--- src/rtl/adder_3op_feeder_if.sv ---
// Stream/operand/result bundle between adder_3op_feeder and its environment
// (word source, combinational 3-operand adder, result consumer).
interface adder_3op_feeder_if #(
  parameter int W = 16
);
  logic         in_valid;
  logic         in_ready;
  logic [W-1:0] in_data;
  logic         in_last;
  logic         cin_cfg;
  logic [W-1:0] A;
  logic [W-1:0] B;
  logic [W-1:0] C;
  logic         Cin;
  logic [W:0]   S;
  logic         res_valid;
  logic         res_ready;
  logic [W:0]   res_sum;
  logic [1:0]   res_cnt;
  logic         res_ovf;
  logic         res_err;

  modport master (
    output in_valid, in_data, in_last, cin_cfg, S, res_ready,
    input  in_ready, A, B, C, Cin, res_valid, res_sum, res_cnt, res_ovf, res_err
  );

  modport slave (
    input  in_valid, in_data, in_last, cin_cfg, S, res_ready,
    output in_ready, A, B, C, Cin, res_valid, res_sum, res_cnt, res_ovf, res_err
  );
endinterface

--- src/rtl/adder_3op_feeder.sv ---
// Packs up to three stream words into stable adder operands, evaluates for one
// cycle, then captures the adder sum with overflow/consistency flags.
module adder_3op_feeder #(
  parameter int W = 16
) (
  input  logic                clk,
  input  logic                rst_n,
  adder_3op_feeder_if.slave   bus
);

  typedef enum logic [2:0] {GET0, GET1, GET2, EVAL, OUT} state_t;

  state_t         state_q, state_d;
  logic [W-1:0]   a_q, a_d, b_q, b_d, c_q, c_d;
  logic           cin_q, cin_d;
  logic [1:0]     cnt_q, cnt_d;
  logic [W:0]     sum_q, sum_d;
  logic [1:0]     rcnt_q, rcnt_d;
  logic           ovf_q, ovf_d, err_q, err_d;
  logic [W+1:0]   shadow;
  logic           accept;

  assign accept = bus.in_valid && bus.in_ready;
  // Two guard bits: three full operands plus carry can reach 3*(2^W-1)+1.
  assign shadow = {2'b00, a_q} + {2'b00, b_q} + {2'b00, c_q}
                + {{(W+1){1'b0}}, cin_q};

  always_ff @(posedge clk or negedge rst_n) begin
    if (!rst_n) state_q <= GET0;
    else        state_q <= state_d;
  end

  always_comb begin
    state_d = state_q;
    case (state_q)
      GET0:    if (accept) state_d = bus.in_last ? EVAL : GET1;
      GET1:    if (accept) state_d = bus.in_last ? EVAL : GET2;
      GET2:    if (accept) state_d = EVAL;
      EVAL:    state_d = OUT;
      OUT:     if (bus.res_ready) state_d = GET0;
      default: state_d = GET0;
    endcase
  end

  // in_ready is held low while reset is asserted even though the state is GET0.
  always_comb begin
    bus.in_ready  = rst_n && (state_q inside {GET0, GET1, GET2});
    bus.res_valid = (state_q == OUT);
  end

  always_comb begin
    a_d    = a_q;
    b_d    = b_q;
    c_d    = c_q;
    cin_d  = cin_q;
    cnt_d  = cnt_q;
    sum_d  = sum_q;
    rcnt_d = rcnt_q;
    ovf_d  = ovf_q;
    err_d  = err_q;
    case (state_q)
      GET0: if (accept) begin
        a_d   = bus.in_data;
        cin_d = bus.cin_cfg;
        b_d   = '0;
        c_d   = '0;
        if (bus.in_last) cnt_d = 2'd1;
      end
      GET1: if (accept) begin
        b_d = bus.in_data;
        if (bus.in_last) cnt_d = 2'd2;
      end
      GET2: if (accept) begin
        c_d   = bus.in_data;
        cnt_d = 2'd3;
      end
      EVAL: begin
        sum_d  = bus.S;
        ovf_d  = shadow[W+1];
        err_d  = (bus.S != shadow[W:0]);
        rcnt_d = cnt_q;
      end
      default: ;
    endcase
  end

  always_ff @(posedge clk or negedge rst_n) begin
    if (!rst_n) begin
      a_q    <= '0;
      b_q    <= '0;
      c_q    <= '0;
      cin_q  <= 1'b0;
      cnt_q  <= '0;
      sum_q  <= '0;
      rcnt_q <= '0;
      ovf_q  <= 1'b0;
      err_q  <= 1'b0;
    end else begin
      a_q    <= a_d;
      b_q    <= b_d;
      c_q    <= c_d;
      cin_q  <= cin_d;
      cnt_q  <= cnt_d;
      sum_q  <= sum_d;
      rcnt_q <= rcnt_d;
      ovf_q  <= ovf_d;
      err_q  <= err_d;
    end
  end

  assign bus.A       = a_q;
  assign bus.B       = b_q;
  assign bus.C       = c_q;
  assign bus.Cin     = cin_q;
  assign bus.res_sum = sum_q;
  assign bus.res_cnt = rcnt_q;
  assign bus.res_ovf = ovf_q;
  assign bus.res_err = err_q;

endmodule

--- src/flat_wrapper.sv ---
// flat-port wrapper written by rule: the top's interface ports become plain ports
module adder_3op_feeder_flat 
#(
  parameter int W = 16
)
  (clk, rst_n, bus_in_valid, bus_in_data, bus_in_last, bus_cin_cfg, bus_S, bus_res_ready, bus_in_ready, bus_A, bus_B, bus_C, bus_Cin, bus_res_valid, bus_res_sum, bus_res_cnt, bus_res_ovf, bus_res_err);
  adder_3op_feeder_if #(.W(W)) bus_i ();
  input  logic clk;
  input  logic rst_n;
  input wire logic [$bits(bus_i.in_valid)-1:0] bus_in_valid;
  input wire logic [$bits(bus_i.in_data)-1:0] bus_in_data;
  input wire logic [$bits(bus_i.in_last)-1:0] bus_in_last;
  input wire logic [$bits(bus_i.cin_cfg)-1:0] bus_cin_cfg;
  input wire logic [$bits(bus_i.S)-1:0] bus_S;
  input wire logic [$bits(bus_i.res_ready)-1:0] bus_res_ready;
  output wire logic [$bits(bus_i.in_ready)-1:0] bus_in_ready;
  output wire logic [$bits(bus_i.A)-1:0] bus_A;
  output wire logic [$bits(bus_i.B)-1:0] bus_B;
  output wire logic [$bits(bus_i.C)-1:0] bus_C;
  output wire logic [$bits(bus_i.Cin)-1:0] bus_Cin;
  output wire logic [$bits(bus_i.res_valid)-1:0] bus_res_valid;
  output wire logic [$bits(bus_i.res_sum)-1:0] bus_res_sum;
  output wire logic [$bits(bus_i.res_cnt)-1:0] bus_res_cnt;
  output wire logic [$bits(bus_i.res_ovf)-1:0] bus_res_ovf;
  output wire logic [$bits(bus_i.res_err)-1:0] bus_res_err;
  assign bus_i.in_valid = bus_in_valid;
  assign bus_i.in_data = bus_in_data;
  assign bus_i.in_last = bus_in_last;
  assign bus_i.cin_cfg = bus_cin_cfg;
  assign bus_i.S = bus_S;
  assign bus_i.res_ready = bus_res_ready;
  assign bus_in_ready = bus_i.in_ready;
  assign bus_A = bus_i.A;
  assign bus_B = bus_i.B;
  assign bus_C = bus_i.C;
  assign bus_Cin = bus_i.Cin;
  assign bus_res_valid = bus_i.res_valid;
  assign bus_res_sum = bus_i.res_sum;
  assign bus_res_cnt = bus_i.res_cnt;
  assign bus_res_ovf = bus_i.res_ovf;
  assign bus_res_err = bus_i.res_err;
  adder_3op_feeder #(.W(W)) u_core (.clk(clk), .rst_n(rst_n), .bus(bus_i));
endmodule
--- config.mk ---
export PLATFORM = sky130hd
export DESIGN_NAME = adder_3op_feeder_flat
export DESIGN_NICKNAME = d
export VERILOG_FILES = /design/src/rtl/adder_3op_feeder_if.sv /design/src/rtl/adder_3op_feeder.sv /design/src/flat_wrapper.sv
export SDC_FILE = /design/constraint.sdc
export NUM_CORES = 1
export LEC_CHECK = 0
export BUFFER_PORTS_ARGS = -buffer_cell sky130_fd_sc_hd__clkbuf_2
export CAP_MARGIN = 40
export CORE_ASPECT_RATIO = 0.5
export CORE_MARGIN = 3
export CORE_UTILIZATION = 49
export DETAILED_ROUTE_END_ITERATION = 10
export PLACE_DENSITY = 0.78
export SYNTH_ARGS = -nofsm -noshare
export SYNTH_HDL_FRONTEND = slang
export SYNTH_SLANG_ARGS = --single-unit
export TNS_END_PERCENT = 10
--- constraint.sdc ---
create_clock -name clk -period 3.79 [get_ports clk]
set_clock_uncertainty 0.15 [all_clocks]
set_input_delay 0.758 -clock clk [delete_from_list [all_inputs] [get_ports clk]]
set_output_delay 0.758 -clock clk [all_outputs]
set_load 0.02 [all_outputs]
==> results.json <==
{
  "status": "finished, violations left",
  "violations": "negative setup slack",
  "syn_nets": 535,
  "slew_violations": 0,
  "critPathLaunch": "u_core.bus.A[0]$_DFFE_PN0P_",
  "hpwl_mm": 9.90,
  "grt_pass1_vias": 4111,
  "path_cells": "ha_4, inv_2, fa_2, nor2b_4, o31a_4, o32ai_4, o21bai_1, a21oi_1, xnor2_1, ha_1, a21o_1, buf_4, a2111oi_0, buf_4, nand4_1, nor4_1, a21oi_1",
  "multi_input_area_um2": 2740,
  "max_slew_margin_pct": 42.7,
  "synth_ff_type": "dfrtp_1",
  "grt_pass1_wl_mm": 20.3,
  "maxCapViolCount": 0,
  "clk_pin_slew_ns": 0.06,
  "rows": 24,
  "yosys_warnings": 0,
  "wl_per_cell_um": 17.0,
  "start_util_pct": 51.7,
  "worst_setup_path_start_kind": "register",
  "seq_area_frac_synth_pct": 40.7,
  "wl_mm": 13.0,
  "syn_area_um2": 4610,
  "timing.rr.start": "u_core.bus.A[0]$_DFFE_PN0P_",
  "final_cells": 767,
  "grt_use_total_pct": 24.5,
  "dieArea_um2": 10700,
  "grt.overflow.total": 0,
  "cts-root-buf": "clkbuf_16",
  "cts_buffers": 9,
  "period_share_pct": 105,
  "required_ns": 3.86,
  "period_needed_ns": 3.98,
  "async_flop_share_pct": 100,
  "layout-drive-gt1-share_pct": 38.8,
  "vias": 4315,
  "cp_max_fo": 6,
  "rrSetupSlack_ns": -0.19,
  "port_buffers": 110,
  "critPathCapture": "u_core.bus.res_err$_DFFE_PN0P_",
  "hold_path_class": "reg -> reg",
  "ys_types": 52,
  "critPathMaxStageDelay_ns": 0.51,
  "dp_cells": 740,
  "cts_sinks": 75,
  "regArea_um2": 1880,
  "num_io_pins": 111,
  "ff2ff_path_depth": 17,
  "diodes": 0,
  "rsz0062_at_grt": "yes",
  "fmax_mhz": 251,
  "cts_tree": "built",
  "worst_pin_slew_ns": 0.859,
  "nets": 719,
  "worstPathArrival_ns": 4.05,
  "synth_edf_count": 0,
  "fin_ws_ns": -0.194,
  "drc": 0,
  "ys_ff_latch": 75,
  "area_delta_synth_final_pct": 36.9,
  "postSynthCellCount": 461,
  "postRouteAntennaNets": 0,
  "hold_viol": 0,
  "finalWeightedCongestion": 0.865,
  "setup_violations": 2,
  "via_per_inst": 5.63,
  "grt_max_degree": 40,
  "fp.dieH_um": 74.6,
  "slowest_stage": "a2111oi_0",
  "fillers": 666,
  "critical_path_class": "reg -> reg",
  "clk_path_buf_depth": 2,
  "r2r_end": "u_core.bus.res_err$_DFFE_PN0P_",
  "fp.coreArea_um2": 8920,
  "crit_path_end_kind": "register",
  "drt_iter0_drc": 263,
  "clk_latency_ns": 0.34,
  "htreeDepth": 3,
  "hold_slack_ns": 0.329,
  "antenna_found_initial": 0,
  "die_w_um": 143,
  "post_synth.cell_area_avg_um2": 10.0,
  "drtPass1Iterations": 5
}
[repair_timing]
action                                  in CTS  in global routing
endpoints found under the setup margin       1                  2
endpoints found under the hold margin        0                  0
pin swaps                                   14                 23
resized for setup                            4                 14
buffers inserted                             5                  6
hold buffers                                 0                  0
[area by class of cell]
class                           instances  area share (%)
Timing Repair Buffer                  188            18.2
Clock buffer                           10            3.79
Clock inverter                          6            1.76
Multi-Input combinational cell        358            43.4
Sequential cell                        75            29.8
Inverter                               13           0.773
Tap cell                              117            2.32
[state kept, by name, indices dropped and copies added, names as in the netlist]
name	flops
u_core.bus.res_sum	17
u_core.bus.A	16
u_core.bus.B	16
u_core.bus.C	16
u_core.state_q	3
u_core.bus.res_cnt	2
u_core.cnt_q	2
u_core.bus.Cin	1
u_core.bus.res_err	1
u_core.bus.res_ovf	1
[how the worst min path moves through the flow]
stage / end / from / cells past startpoint
2_1_floorplan: u_core.bus.A[0]$_DFFE_PN0P_ / rst_n / 0
3_3_place_gp: u_core.bus.res_ovf$_DFFE_PN0P_ / u_core.bus.res_ovf$_DFFE_PN0P_ / 2
3_5_place_dp: u_core.bus.res_ovf$_DFFE_PN0P_ / u_core.bus.res_ovf$_DFFE_PN0P_ / 2
4_1_cts: u_core.bus.res_ovf$_DFFE_PN0P_ / u_core.bus.res_ovf$_DFFE_PN0P_ / 2
5_1_grt: u_core.bus.res_ovf$_DFFE_PN0P_ / u_core.bus.res_ovf$_DFFE_PN0P_ / 2
6_report: u_core.bus.res_ovf$_DFFE_PN0P_ / u_core.bus.res_ovf$_DFFE_PN0P_ / 2
[cell usage after synthesis (all sizes together) (9+ instances only)]
library cell | n | area share [%]
nand2 | 62 | 5.0
a22o | 32 | 6.1
o21ai | 17 | 1.8
o21a | 9 | 1.5
inv | 13 | 1.1
mux2 | 19 | 4.6
clkbuf | 11 | 0.92
ha | 32 | 8.7
xnor2 | 24 | 4.6
a21o | 11 | 1.8
nor3 | 10 | 1.1
a21oi | 23 | 2.6
xor2 | 10 | 1.9
nor2 | 30 | 2.4
dfrtp | 75 | 41
[through the flow]
step                      TNS (ns)  setup slack (ns)  cell area [um2]  utilization, %
final                       -0.208            -0.194             6310            70.8
after global routing        -0.566            -0.389             6310            70.8
after CTS                   -0.135            -0.135             6190            69.4
after detailed placement    -0.268            -0.268             5780            64.8
after global placement      -0.168            -0.168             5780            64.8
after floorplan                  0           0.00848             4640               -
[cells by family (layout without fill, tap and decap cells)]
group / Yosys count / count (layout) / share of synthesized area (%)
simple gates: 138 / 138 / 13.7
mux: 20 / 20 / 4.86
flops: 75 / 75 / 40.7
fa+ha+maj: 35 / 35 / 9.99
xor+xnor: 35 / 35 / 6.98
buf+inv: 28 / 217 / 2.39
compound gates: 130 / 130 / 21.4
[worst max-delay path: cells and delay by family, from the launching register on]
family / cells / cell delay, ns
simple gates: 3 / 0.40
flops: 1 / 0.42
buf+inv: 3 / 0.41
fa+ha+maj: 3 / 0.75
compound gates: 7 / 1.64
xor+xnor: 1 / 0.08
[metal layers]
metal  track usage, %  part of all wire [%]
met4             6.53                  0.86
met3             5.65                   6.4
met5                0                     0
met2             40.0                    47
met1             33.5                    46
[cell usage in the layout (no fill, tap or decap), types with 3 or more instances in the layout]
cell	n
nor2b_1	4
nand4_1	3
a21oi_1	17
o21ai_0	14
o211ai_1	6
dfrtp_1	72
nor3_1	9
a21oi_2	6
and2_1	5
and3_1	6
dfrtp_2	3
o21a_1	9
nor2_1	30
clkbuf_2	109
inv_1	12
nand2_1	62
a22o_1	32
mux2_2	19
ha_1	31
xor2_1	8
buf_4	77
xnor2_1	23
nand2b_1	5
or3_1	5
o21bai_1	3
a31oi_1	5
bufinv_16	3
o31ai_1	3
clkbuf_16	9
a21o_1	11
Power is not shown: default switching activity piles up to over one toggle a cycle in this logic, so the estimate is an artifact.
